File: config.mk
export PLATFORM = sky130hd
export DESIGN_NAME = serial_add_ctrl
export DESIGN_NICKNAME = d
export VERILOG_FILES = /design/src/rtl/serial_add_ctrl.sv
export SDC_FILE = /design/constraint.sdc
export NUM_CORES = 1
export LEC_CHECK = 0
export CAP_MARGIN = 20
export CORE_ASPECT_RATIO = 1.2
export CORE_UTILIZATION = 55
export DETAILED_ROUTE_END_ITERATION = 6
export PLACE_DENSITY = 0.88
export SYNTH_ARGS = -nofsm -noshare
export SYNTH_HDL_FRONTEND = slang
export SYNTH_SLANG_ARGS = --single-unit
File: constraint.sdc
create_clock -name clk -period 3.8 [get_ports clk]
set_clock_uncertainty 0.2 [all_clocks]
set_input_delay 0.38 -clock clk [delete_from_list [all_inputs] [get_ports clk]]
set_output_delay 0.38 -clock clk [all_outputs]
set_load 0.005 [all_outputs]
File: src/rtl/serial_add_ctrl.sv
// Bit-serial adder: one full_adder cell, one bit per clock from the LSB,
// with a start/busy/done handshake and registered sum/carry_out.

module full_adder (
    input  logic x,
    input  logic y,
    input  logic cin,
    output logic s,
    output logic cout
);
    assign s    = x ^ y ^ cin;
    assign cout = (x & y) | (x & cin) | (y & cin);
endmodule

// state | meaning
// IDLE  | waiting for start
// RUN   | one operand bit per clock through the full_adder
// DONE  | one-cycle done pulse; start here begins the next operation
module serial_add_ctrl #(
    parameter int WIDTH = 8
) (
    input  logic             clk,
    input  logic             reset,
    input  logic             start,
    input  logic [WIDTH-1:0] a,
    input  logic [WIDTH-1:0] b,
    input  logic             carry_in,
    output logic             busy,
    output logic             done,
    output logic [WIDTH-1:0] sum,
    output logic             carry_out
);
    localparam int CNT_W = $clog2(WIDTH + 1);
    localparam logic [CNT_W-1:0] LAST_CNT = CNT_W'(WIDTH - 1);

    typedef enum logic [1:0] {
        IDLE = 2'd0,
        RUN  = 2'd1,
        DONE = 2'd2
    } state_t;

    state_t           state;
    state_t           state_nxt;
    logic [WIDTH-1:0] a_sh;
    logic [WIDTH-1:0] b_sh;
    logic             cy;
    logic [CNT_W-1:0] cnt;
    logic [WIDTH-2:0] res;
    logic [WIDTH-1:0] res_nxt;
    logic             fa_s;
    logic             fa_co;
    logic             accept;
    logic             last_bit;

    full_adder u_fa (
        .x    (a_sh[0]),
        .y    (b_sh[0]),
        .cin  (cy),
        .s    (fa_s),
        .cout (fa_co)
    );

    // Only WIDTH-1 result bits are stored; the final bit comes straight from the cell.
    assign res_nxt  = {fa_s, res};
    assign accept   = start && (state != RUN);
    assign last_bit = (state == RUN) && (cnt == LAST_CNT);
    assign busy     = (state == RUN);
    assign done     = (state == DONE);

    always_ff @(posedge clk or posedge reset) begin
        if (reset) begin
            state <= IDLE;
        end else begin
            state <= state_nxt;
        end
    end

    always_comb begin
        state_nxt = state;
        case (state)
            IDLE:    if (start) state_nxt = RUN;
            RUN:     if (last_bit) state_nxt = DONE;
            DONE:    state_nxt = start ? RUN : IDLE;
            default: state_nxt = IDLE;
        endcase
    end

    always_ff @(posedge clk or posedge reset) begin
        if (reset) begin
            a_sh      <= '0;
            b_sh      <= '0;
            cy        <= 1'b0;
            cnt       <= '0;
            res       <= '0;
            sum       <= '0;
            carry_out <= 1'b0;
        end else if (accept) begin
            a_sh <= a;
            b_sh <= b;
            cy   <= carry_in;
            cnt  <= '0;
        end else if (state == RUN) begin
            a_sh <= a_sh >> 1;
            b_sh <= b_sh >> 1;
            cy   <= fa_co;
            cnt  <= cnt + CNT_W'(1);
            res  <= res_nxt[WIDTH-1:1];
            if (last_bit) begin
                sum       <= res_nxt;
                carry_out <= fa_co;
            end
        end
    end

endmodule

==> flow_summary.yaml <==
clocking:
  cts.repair.resized: 0
  clk_pin_slew_worst_paths_ns: 0.10
  clock_latency_ns: 0.33
  cts_hold_repair.buffers: 0
  cts.htree.levels: 2
  clock_sink_count: 39
  post_cts.repair.setup_buffers: 0
  cts_made_buffers: 5
  clk_path_buf_depth: 2
  cts_root_buf: "clkbuf_4"
  tritoncts_clock_tree: "yes"
min_path:
  min-delay-path-class: "in -> async"
routing:
  firstDrtPassIters: 4
  route.final.wire_length_mm: 3.03
  met3_routed_wl_um: 173
  routed_via_density: 5.43
  wire_per_inst_um: 14.1
  postRouteAntennaNets: 0
  drt_drc_violations_left: 0
  dr.max_layer_used: "met4"
  route.layer.met1.wl_mm: 1.34
  route.met2.wl_mm: 1.47
  initial_detailed_routing_violation_count: 29
  via_count: 1167
logic_synthesis:
  synth_async_sr_flop_share_pct: 100
  count_of_mapped_cells_out_of_synthesis: 149
  yosys_warnings: 0
  syn-num-nets: 171
  synth_top_area_share_pct: 58.6
  synthMostInstantiatedCell: "nand2_1"
  yosys.area.top_type: "dfrtp_1"
  yosys_most_used_dff: "dfrtp_1"
  synth_sequential_area_ratio_pct: 58.6
  number_of_flip_flops_and_latches_in_the_synthesized_netlist: 39
  synthTopCellsByArea: "dfrtp_1 (59%), mux2i_1 (11%), nand2_1 (9.0%)"
  synth.avg_cell_area_um2: 11.2
  post_synth_instance_area_um2: 1670
  synth-edff-count: 0
  synth.lib_cells_used.distinct: 19
  yosys-top-cells-count: "nand2_1 (40), dfrtp_1 (39), o21ai_0 (19), mux2i_1 (18), mux2_2 (10)"
die:
  core_area_um2: 2840
  row_cnt: 21
  height_of_the_chip_um: 62.3
  die_width_um: 52.3
  boundaryPins: 31
  initial_core_util_pct: 58.7
  floorplan.die_area_um2: 3260
global_route:
  grt_start_max_net_pins: 45
  number_of_global_route_vias_before_repair: 1228
  globalRouteOverflowTotal: 0
  initial_antenna_violation_count: 0
  overall_track_demand_over_capacity_in_global_routing_pct: 22.9
  grt_first_pass_wirelength_mm: 5.29
sta:
  setup-violations-final: 0
  timing_worst_slew_pin_value_ns: 1.04
  max-slew-margin-rel_pct: 30.4
  fin_crit_ns: 2.13
  clock.fmax_mhz: 470
  timing_max_transition_violations_final: 0
  fin_crit_sh_pct: 55.9
  fin_tns_setup_ns: 0
  final.setup.worst_slack_ns: 1.67
  report.final.hold_viol_count: 0
  rsz0062_at_grt: "no"
finish:
  num-nets-final: 203
  final.fill_count: 203
  layout_cells_sized_above_1_pct: 11.6
  area_taken_by_multi_input_logic_gates_um2: 648
  insertedDiodeCount: 0
  area.sequential_um2: 976
  synthToLayoutAreaGrowth_pct: 23.0
critical_path:
  timing_worst_setup_path_type: "reg -> out"
  timing.critical_path.required_ns: 3.22
  critical_path_arrival_ns: 1.55
  worst_setup_end_kind: "output pin"
  crit_fanout: 14
  critPathLaunchType: "flop"
status:
  outcome: "finished, final reports clean"
placed_design:
  globalplace.congestion: 0.718
  dp_hpwl_mm: 2.11
  buffer_ports.inserted: 30
  post-place-ws_ns: 1.41
pwr:
  power.density_nw_per_um2: 707
  leakagePower_nw: 0.960
  vdd.ir_drop.worst_v: 0.000561
flow_run:
  max_cap_viol_count: 0
-- cells in the final DEF, fill, tap and decap left out, types with 2 or more instances in the layout --
cell / count
buf_4: 2
clkbuf_4: 5
clkdlybuf4s50_1: 30
dfrtp_1: 39
inv_1: 2
mux2_2: 10
mux2i_1: 18
nand2_1: 40
nand3_1: 4
nor2_1: 2
o21ai_0: 19
-- final cells by class --
type	count	share of cell area [%]
clock buffers	6	2.50
clock inverters	1	0.244
inverters	3	0.549
multi-input cells	100	31.6
flip-flops and latches	39	47.6
well taps	34	2.08
repair buffers	32	15.4
-- critical path, stage by stage, from the launching register on --
cell             delay, ns
dfrtp_1               0.45
nand2b_4              0.20
clkinv_1              0.11
clkdlybuf4s50_1       0.45
-- registers in the layout (all words and copies together) (netlist names) --
signal	flops
res	7
carry_out	1
b_sh	8
state	2
a_sh	8
cnt	4
cy	1
sum	8
-- kinds of logic after synthesis --
logic type / Yosys count / share of synthesized area (%)
buf+inv: 10 / 2.55
compound gates: 19 / 5.71
fa+ha+maj: 2 / 1.95
simple gates: 51 / 13.7
flops: 39 / 58.6
mux: 28 / 17.6
-- power by group --
group	switching [mW]	internal, mW	leakage [nW]
logic	0.261	0.271	0.437
registers	0.117	0.593	0.489
clock network	0.121	0.0857	0.0341
total	0.499	0.951	0.960
-- through the flow --
stage | instance area, µm² | utilization (%) | cells | total power, mW | hold slack (ns)
2_1_floorplan | 1670 | - | 149 | 1.03 | 0.240
3_3_place_gp | 1990 | 70.2 | 208 | 1.21 | 0.255
3_5_place_dp | 1990 | 70.2 | 208 | 1.25 | 0.269
4_1_cts | 2050 | 72.2 | 215 | 1.47 | 0.268
5_1_grt | 2050 | 72.2 | 215 | 1.57 | 0.305
6_report | 2050 | 72.2 | 215 | 1.45 | 0.265
-- worst paths after layout --
kind	to	cells after the start	from	slack, ns
setup / recovery	busy	3	state[0]$_DFFE_PP0P_	1.67
min in group clk	a_sh[0]$_DFFE_PP0P_	2	a_sh[1]$_DFFE_PP0P_	0.29
hold reg to reg	a_sh[0]$_DFFE_PP0P_	2	a_sh[1]$_DFFE_PP0P_	0.29
setup reg to reg	carry_out$_DFFE_PP0P_	4	cnt[0]$_DFFE_PP0P_	1.95
hold / removal	a_sh[7]$_DFFE_PP0P_	3	reset	0.27
max in group asynchronous	b_sh[1]$_DFFE_PP0P_	3	reset	2.81
-- layer usage --
layer	vias up	track usage, %
met4	0	14.5
met3	6	5.39
met1	564	28.3
met2	36	35.3
met5	-	0
li1	561	-
(Power assumes the default switching activity.)
